===== config.mk =====
export PLATFORM = sky130hd
export DESIGN_NAME = pll_reset_seq
export DESIGN_NICKNAME = d
export VERILOG_FILES = /design/src/rtl/pll_reset_seq.sv
export SDC_FILE = /design/constraint.sdc
export NUM_CORES = 1
export LEC_CHECK = 0
export BUFFER_PORTS_ARGS = -buffer_cell sky130_fd_sc_hd__buf_2
export CORE_MARGIN = 1.5
export CORE_UTILIZATION = 45
export CTS_BUF_LIST = sky130_fd_sc_hd__clkbuf_8
export DETAILED_ROUTE_END_ITERATION = 7
export HOLD_SLACK_MARGIN = 0.15
export SLEW_MARGIN = 40
export SYNTH_ARGS = -nofsm -noshare
export SYNTH_HDL_FRONTEND = slang
export SYNTH_SLANG_ARGS = --single-unit

===== constraint.sdc =====
create_clock -name clkin -period 3.6 [get_ports clkin]
set_input_delay 0.36 -clock clkin [delete_from_list [all_inputs] [get_ports clkin]]
set_output_delay 0.36 -clock clkin [all_outputs]
set_load 0.02 [all_outputs]

===== src/rtl/pll_reset_seq.sv =====
// pll_reset_seq: lock-qualified reset sequencer driving PLL RESET and releasing sys_rst after stable lock.
// Runs on the PLL reference clock so it keeps sequencing while the PLL output is absent.
module pll_reset_seq #(
    parameter int RST_CYCLES    = 16,
    parameter int LOCK_TIMEOUT  = 270000,
    parameter int STABLE_CYCLES = 2700,
    parameter int RETRY_W       = 4
) (
    input  logic               clkin,
    input  logic               reset,
    input  logic               pll_lock,
    output logic               pll_reset,
    output logic               sys_rst,
    output logic               ready,
    output logic               lock_lost,
    output logic [RETRY_W-1:0] retry_cnt
);
    localparam int M1      = RST_CYCLES > LOCK_TIMEOUT ? RST_CYCLES : LOCK_TIMEOUT;
    localparam int CNT_MAX = M1 > STABLE_CYCLES ? M1 : STABLE_CYCLES;
    localparam int CW      = $clog2(CNT_MAX);

    typedef enum logic [1:0] {PLL_RST, WAIT_LOCK, STABLE, RUN} state_t;

    state_t          state, state_nx;
    logic [CW-1:0]   cnt, cnt_nx;
    logic [1:0]      sync;
    logic            lock_s, retry_inc, lost_set;

    assign lock_s    = sync[1];
    assign pll_reset = state == PLL_RST;
    assign sys_rst   = state != RUN;
    assign ready     = state == RUN;

    always_ff @(posedge clkin) begin
        if (reset) begin
            state     <= PLL_RST;
            cnt       <= '0;
            sync      <= '0;
            lock_lost <= 1'b0;
            retry_cnt <= '0;
        end else begin
            state     <= state_nx;
            cnt       <= cnt_nx;
            sync      <= {sync[0], pll_lock};
            lock_lost <= lock_lost | lost_set;
            if (retry_inc && !(&retry_cnt)) retry_cnt <= retry_cnt + 1'b1;
        end
    end

    // Every transition restarts the shared counter from zero.
    always_comb begin
        state_nx  = state;
        cnt_nx    = cnt + 1'b1;
        retry_inc = 1'b0;
        lost_set  = 1'b0;
        case (state)
            PLL_RST: if (cnt == CW'(RST_CYCLES - 1)) begin
                state_nx = WAIT_LOCK;
                cnt_nx   = '0;
            end
            WAIT_LOCK: if (lock_s) begin
                state_nx = STABLE;
                cnt_nx   = '0;
            end else if (cnt == CW'(LOCK_TIMEOUT - 1)) begin
                state_nx  = PLL_RST;
                cnt_nx    = '0;
                retry_inc = 1'b1;
            end
            STABLE: if (!lock_s) begin
                state_nx = WAIT_LOCK;
                cnt_nx   = '0;
            end else if (cnt == CW'(STABLE_CYCLES - 1)) begin
                state_nx = RUN;
                cnt_nx   = '0;
            end
            RUN: begin
                cnt_nx = '0;
                if (!lock_s) begin
                    state_nx = WAIT_LOCK;
                    lost_set = 1'b1;
                end
            end
        endcase
    end
endmodule

==> impl_metrics.ini, run 1 <==
[status]
status = finished, final reports clean

[finish]
fillers = 290
antenna_cells = 0
utilization_pct = 51.1
postLayoutCellArea_um2 = 1540
fin_cells = 200
area_growth_pct = 8.87
final_common_cell = nor2_1
drive_gt1_share_pct = 13.2
final_cell_mix = 30 x nor2_1, 28 x dfxtp_1, 11 x nand2_1, 11 x nand3_1
seq_area_um2 = 561
nNetsFinal = 178
multi_input_area_um2 = 795

[sta]
final.min_clock_period_ns = 2.45
clock_skew_ns = 0.00265
min_period_over_period_pct = 68.0
report.final.slew_viol_count = 0
finalSetupTns_ns = 0
tightest_slew_ns = 0.765
rsz0062_at_grt = false
finalHoldViolations = 0
fmax_mhz = 409
slew_headroom_pct = 48.9
setup_viol = 0

[yosys]
synth_top_area_share_pct = 39.8
syn_inst = 156
netlist.top_cell.by_area = dfxtp_1
yosysSeqAreaShare_pct = 39.8
yosys_register_bits = 28
synth_nets = 166
avgSynthCellArea_um2 = 9.04
synth_cell_types = 39
synth.area.top_cells = dfxtp_1 40%, nor2_1 8.0%, ha_1 6.2%, xnor2_1 6.2%, xor2_1 5.0%
yosys_warnings = 0
netlist_area_um2 = 1410

[hold_path]
whs_path_depth = 2
hold_start = pll_lock
hold_end = sync[0]
hp-class = in -> reg

[place]
io_buffers = 10
dpl_cell_area_um2 = 1480
gp_congestion = 0.832
dp.cells = 196
hpwl_mm = 1.94

[die]
die_w_um = 59.0
coreArea_um2 = 3000
rows = 20
num_io_pins = 11
die-area_um2 = 3480
die_y_um = 59.0
start_util_pct = 47.0

[power_and_ir_drop]
switchingPower_uw = 103
p_int_uw = 418
powerDensity_nw_per_um2 = 339
power_leakage_nw = 0.555
clockPowerShare_pct = 35.9
seq_power_share_pct = 60.9
p_comb_share_pct = 3.2
p_sw_share_pct = 19.7
vdd_drop_max_v = 0.000204

[clocking]
clockBufferDepth = 2
cts_resized = 0
numCtsBuffers = 3
cts-root-buf = clkbuf_8
clock-sinks = 28
htree_levels = 1
clk_latency_ns = 0.27
path_clk_slew_ns = 0.09
cts_hold_buf = 0
cts_setup_buffers = 0
cts_tree = built

[global_route]
grt_first_pass_wirelength_mm = 4.37
grt_antenna_before_repair = 0
grt_max_degree = 20
grt_pass1_vias = 1000
grt_overflow = 0
track_usage_pct = 16.0

[setup_path]
crit_arrival_ns = 2.58
rrSetupSlack_ns = 1.15
start_kind = register
end_kind = register
r2r_end = cnt[18]
worst_r2r_startpoint = cnt[0]
crit_type = reg -> reg
cp.required_ns = 3.73
rr_worst_depth = 6
crit_fanout = 19

[detailed_routing]
met1_length_mm = 1.26
num_vias = 1058
drt_iter0_drc = 47
postRouteAntennaNets = 0
vias_per_cell = 5.29
routedWlPerCell_um = 12.4
wl_met3_um = 67
route.detailed.drc = 0
dr.pass1.iters = 4
highest_layer = met4
routed-wl-met2_mm = 1.13
finalWirelength_mm = 2.49

[flow_run]
drv_cap = 0
-- per-layer routing --
metal,vias to the layer above,global-route usage [%]
met5,-,0
met4,0,5.84
met3,4,1.31
met2,15,25.7
met1,484,22.6
li1,555,-
-- logic make-up after synthesis --
| logic type | share of synthesized area (%) |
|---|---|
| muxes | 1.42 |
| buffers and inverters | 3.90 |
| and+or+nand+nor | 27.7 |
| AOI/OAI and AO/OA | 9.85 |
| adders and majority gates | 6.21 |
| DFF | 39.8 |
| xor gates and xnor gates | 11.2 |
-- Yosys cell counts (all sizes together) --
| cell type | count |
|---|---|
| a2111o | 1 |
| a21boi | 1 |
| a21oi | 4 |
| a311oi | 1 |
| a31oi | 1 |
| a41oi | 1 |
| and3 | 2 |
| and3b | 1 |
| and4 | 1 |
| and4b | 1 |
| and4bb | 1 |
| buf | 3 |
| dfxtp | 28 |
| ha | 7 |
| inv | 9 |
| mux2i | 2 |
| nand2 | 11 |
| nand2b | 1 |
| nand3 | 11 |
| nand3b | 1 |
| nand4 | 3 |
| nor2 | 30 |
| nor2b | 2 |
| nor3 | 4 |
| nor4 | 1 |
| nor4b | 1 |
| o2111ai | 1 |
| o21ai | 2 |
| o311ai | 1 |
| o41ai | 1 |
| or3 | 2 |
| or4b | 2 |
| xnor2 | 10 |
| xor2 | 8 |
-- how the worst max path moves through the flow --
| stage | start | endpoint |
|---|---|---|
| 3_5_place_dp | cnt[0] | cnt[16] |
| 3_3_place_gp | cnt[0] | cnt[4] |
| 6_report | cnt[0] | cnt[18] |
| 5_1_grt | cnt[0] | cnt[4] |
| 4_1_cts | cnt[0] | cnt[5] |
| 2_1_floorplan | cnt[0] | cnt[16] |
-- metrics by stage --
stage | worst slack, ns | hold WS, ns | power (mW)
after CTS | 1.12 | 0.323 | 0.529
after floorplan | 1.58 | 0.414 | 0.338
after detailed placement | 1.15 | 0.437 | 0.341
after global placement | 1.25 | 0.425 | 0.341
final | 1.15 | 0.327 | 0.521
after global routing | 0.900 | 0.343 | 0.539
-- worst max-delay path, stage by stage (launching register included) --
cell and delay (ns):
dfxtp_1 0.39, ha_1 0.26, nor4b_2 0.25, and4b_1 0.42, a41oi_4 0.20, o311ai_4 0.67
nor2_1 0.11
-- power by group through the flow --
stage	sequential [mW]	combinational [mW]	clock, mW
finish	0.317	0.0165	0.187
CTS	0.317	0.0169	0.194
floorplan	0.323	0.0149	0
global placement	0.324	0.0167	0
global route	0.318	0.0191	0.202
detailed placement	0.325	0.0168	0
-- flip-flops by register name, indices dropped and copies added (netlist names) --
register / flops
cnt: 19
state: 2
lock_lost: 1
sync: 2
retry_cnt: 4
-- cell type report --
| type | count | area share [%] |
|---|---|---|
| Multi-Input combinational cell | 116 | 51.8 |
| Sequential cell | 28 | 36.5 |
| Clock buffer | 4 | 3.59 |
| Timing Repair Buffer | 10 | 3.26 |
| Tap cell | 33 | 2.69 |
| Inverter | 9 | 2.20 |
Power figures use the tool's default switching activity.
==> inputs of run 2 (changes only) <==
- clock period: 3.6 -> 2.5 ns (I/O delays scaled with it)
==> run 2 against run 1 <==
  * Sequential cell count is the same
  * Core utilization increased by 0.79 points
  * Final area grew 1.5%
  * Count of clock-buffer cells in the layout is 1 lower
  * Critical path type unchanged
  * Critical endpoint is now cnt[5]
  * Highest routed layer unchanged
==> impl_metrics.ini, run 2 (same netlist as run 1, synthesis figures left out) <==
[status]
status = finished, final reports clean

[clocking]
cts_hold_buf = 0
path_clk_slew_ns = 0.10
cts_tree = built
htree_levels = 1
clock-sinks = 28
clk_latency_ns = 0.28
numCtsBuffers = 3
clockBufferDepth = 2
cts_setup_buffers = 0
cts-root-buf = clkbuf_8
cts_resized = 0

[power_and_ir_drop]
powerDensity_nw_per_um2 = 540
clockPowerShare_pct = 42.7
p_sw_share_pct = 19.6
seq_power_share_pct = 54.3
p_int_uw = 677
power_leakage_nw = 0.567
p_comb_share_pct = 3.0
switchingPower_uw = 165
vdd_drop_max_v = 0.000427

[global_route]
track_usage_pct = 17.6
grt_pass1_vias = 1079
grt_overflow = 0
grt_max_degree = 20
grt_first_pass_wirelength_mm = 4.73
grt_antenna_before_repair = 0

[place]
gp_congestion = 0.802
io_buffers = 10
hpwl_mm = 1.98
dpl_cell_area_um2 = 1490

[setup_path]
crit_arrival_ns = 2.35
worst_r2r_startpoint = cnt[0]
end_kind = register
rr_worst_depth = 7
crit_fanout = 19
cp.required_ns = 2.67
r2r_end = cnt[5]
crit_type = reg -> reg
start_kind = register
rrSetupSlack_ns = 0.32

[die]
die_y_um = 59.0
num_io_pins = 11
rows = 20
die-area_um2 = 3480
die_w_um = 59.0
coreArea_um2 = 3000
start_util_pct = 47.0

[finish]
nNetsFinal = 179
largestRegisters = cnt x19, retry_cnt x4
postLayoutCellArea_um2 = 1560
area_growth_pct = 10.6
regMostFlops = cnt
fillers = 298
final_common_cell = nor2_1
drive_gt1_share_pct = 13.7
antenna_cells = 0
final_cell_mix = 30 x nor2_1, 28 x dfxtp_1, 11 x nand2_1, 11 x nand3_1
largest_reg_flops = 19
utilization_pct = 51.9

[sta]
min_period_over_period_pct = 87.2
finalHoldViolations = 0
clock_skew_ns = 0.00417
setup_viol = 0
slew_headroom_pct = 53.9
rsz0062_at_grt = false
fmax_mhz = 459
finalSetupTns_ns = 0
final.min_clock_period_ns = 2.18
report.final.slew_viol_count = 0
tightest_slew_ns = 0.687

[detailed_routing]
finalWirelength_mm = 2.67
route.detailed.drc = 0
vias_per_cell = 5.43
drt_iter0_drc = 34
dr.pass1.iters = 4
routedWlPerCell_um = 13.3
postRouteAntennaNets = 0
num_vias = 1091

[flow_run]
drv_cap = 0

[hold_path]
hold_end = sync[0]
hp-class = in -> reg
hold_start = pll_lock
whs_path_depth = 2
-- run 2: worst max-delay path by stage --
stage,startpoint,to,slack (ns),cells past startpoint
finish,cnt[0],cnt[5],0.32,7
global route,cnt[0],cnt[12],0.14,7
CTS,cnt[0],cnt[5],0.29,7
detailed placement,cnt[0],cnt[5],0.29,7
global placement,cnt[0],cnt[4],0.41,7
floorplan,cnt[0],cnt[3],0.48,8
-- run 2: critical path, stage by stage, from the launching register on --
cell	delay, ns
dfxtp_1	0.40
ha_1	0.26
nor4b_2	0.23
and4b_1	0.41
a41oi_4	0.19
o311ai_4	0.23
buf_4	0.27
nor2_1	0.08
-- run 2: area by class of cell --
cell class / count / area [um2] / area share, %
Multi-Input combinational cell: 116 / 795 / 51.0
Sequential cell: 28 / 561 / 36.0
Timing Repair Buffer: 11 / 57.6 / 3.69
Clock buffer: 3 / 41.3 / 2.65
Tap cell: 33 / 41.3 / 2.65
Inverter: 9 / 33.8 / 2.17
Clock inverter: 1 / 30.0 / 1.93
-- run 2: through the flow --
stage | power [mW] | worst slack, ns | std cells | hold slack, ns
3_5_place_dp | 0.493 | 0.294 | 197 | 0.421
4_1_cts | 0.847 | 0.288 | 201 | 0.171
2_1_floorplan | 0.486 | 0.484 | 156 | 0.319
6_report | 0.842 | 0.320 | 201 | 0.173
3_3_place_gp | 0.492 | 0.407 | 197 | 0.428
5_1_grt | 0.874 | 0.139 | 201 | 0.201
-- run 2: power by group through the flow --
| stage | clock network (mW) | registers, mW | logic [mW] |
|---|---|---|---|
| floorplan | 0 | 0.465 | 0.0215 |
| global placement | 0 | 0.467 | 0.0248 |
| detailed placement | 0 | 0.467 | 0.0259 |
| CTS | 0.364 | 0.457 | 0.0259 |
| global route | 0.387 | 0.458 | 0.0293 |
| finish | 0.360 | 0.457 | 0.0251 |
-- run 2: per-layer routing --
metal,GRT usage [%],routed length (um),vias up
met1,23.7,1290,515
met4,5.52,29,0
met3,4.15,94,5
li1,-,-,555
met2,28.1,1260,16
met5,0,0,-
==> inputs of run 3 (changes only) <==
- CELL_PAD_IN_SITES_DETAIL_PLACEMENT: not set -> 0
- CELL_PAD_IN_SITES_GLOBAL_PLACEMENT: not set -> 1
- PLACE_DENSITY_LB_ADDON: not set -> 0.1
==> run 3 against run 2 <==
  * Sequential share of layout area grew 0.41 points
  * Via count shrank 1.6%
  * Final area shrank 1.1%
  * Clock power shrank 35%
  * Power shrank 15%
==> impl_metrics.ini, run 3 (same netlist as run 1, synthesis figures left out) <==
[status]
status = finished, final reports clean

[finish]
postLayoutCellArea_um2 = 1540
antenna_cells = 0
regMostFlops = cnt
final_common_cell = nor2_1
nNetsFinal = 179
seq_area_um2 = 561
final_cell_mix = 30 x nor2_1, 28 x dfxtp_1, 11 x nand2_1, 11 x nand3_1
area_growth_pct = 9.32
fillers = 289
multi_input_area_um2 = 795
largest_reg_flops = 19
drive_gt1_share_pct = 13.2
largestRegisters = cnt x19, retry_cnt x4

[sta]
report.final.slew_viol_count = 0
min_period_over_period_pct = 87.4
whs_ns = 0.195
fin_ws_ns = 0.314
finalSetupTns_ns = 0
tightest_slew_ns = 0.698
setup_viol = 0
finalHoldViolations = 0
final.min_clock_period_ns = 2.19
fmax_mhz = 457
slew_headroom_pct = 53.1
rsz0062_at_grt = false
clock_skew_ns = 0.00198

[global_route]
track_usage_pct = 17.3
grt_antenna_before_repair = 0
grt_overflow = 0
grt_first_pass_wirelength_mm = 4.62
grt_max_degree = 16
grt_pass1_vias = 1002

[clocking]
cts_resized = 0
cts_hold_buf = 0
htree_levels = 1
cts_tree = built
clock-sinks = 28
numCtsBuffers = 3
cts_setup_buffers = 0
path_clk_slew_ns = 0.09
clockBufferDepth = 2
cts-root-buf = clkbuf_8
clk_latency_ns = 0.26

[detailed_routing]
vias_per_cell = 5.37
num_vias = 1074
postRouteAntennaNets = 0
finalWirelength_mm = 2.60
drt_iter0_drc = 29
route.detailed.drc = 0
dr.pass1.iters = 4
routedWlPerCell_um = 13.0

[power_and_ir_drop]
vdd_drop_max_v = 0.000261
finalPower_uw = 718
powerDensity_nw_per_um2 = 466
power_leakage_nw = 0.557

[die]
coreArea_um2 = 3000
start_util_pct = 47.0
die_w_um = 59.0
die_y_um = 59.0
die-area_um2 = 3480
rows = 20
num_io_pins = 11

[place]
post-place-ws_ns = 0.286
io_buffers = 10
gp_congestion = 0.739
dpl_cell_area_um2 = 1500
hpwl_mm = 2.03

[setup_path]
critPathBufInv = 1
r2r_end = cnt[9]
path_depth = 7
start_kind = register
cpMaxStageDelayCell = and4b_1
crit_fanout = 15
end_kind = register
rrSetupSlack_ns = 0.31
crit_type = reg -> reg
worstSetupStartpoint = cnt[0]
rr_worst_depth = 7
worst_r2r_startpoint = cnt[0]
crit_arrival_ns = 2.35
cp_top_family = simple AND/OR/NAND/NOR gates
cp.required_ns = 2.67
path_cells = ha_1, nor4b_2, and4b_1, a41oi_4, o311ai_4, buf_12, nor2_1
max_stage_delay_ns = 0.40
critPathCapture = cnt[9]

[flow_run]
drv_cap = 0

[hold_path]
hp-class = in -> reg
hold_start = pll_lock
==> run 3: where the power goes <==
group          switching, mW  leakage (nW)  internal [mW]
registers            0.00566         0.227          0.451
clock network          0.126        0.0216          0.108
logic                 0.0142         0.309         0.0132
==> run 3: how the worst min path moves through the flow <==
stage / to / slack (ns) / cells past startpoint
finish: sync[0] / 0.19 / 2
global route: sync[0] / 0.23 / 2
CTS: sync[0] / 0.19 / 2
detailed placement: sync[1] / 0.43 / 1
global placement: sync[1] / 0.43 / 1
floorplan: retry_cnt[3] / 0.32 / 1
==> run 3: metal layers <==
layer,share of wire (%),vias to the layer above,global-route usage [%],wire length (um)
met2,50,15,29.8,1300
met1,46,499,22.1,1200
met3,3.2,2,4.59,82
met5,0,-,0,0
li1,-,558,-,-
met4,0.62,0,2.92,16
==> run 3: area by class of cell <==
type | instances | share of cell area, %
inverters | 9 | 2.19
well taps | 33 | 2.68
clock buffers | 3 | 2.68
flip-flops and latches | 28 | 36.4
repair buffers | 11 | 4.55
multi-input cells | 116 | 51.5
==> run 3: through the flow <==
step / instances / utilization (%)
2_1_floorplan: 156 / -
3_3_place_gp: 197 / 50.0
3_5_place_dp: 197 / 50.0
4_1_cts: 200 / 51.3
5_1_grt: 200 / 51.3
6_report: 200 / 51.3
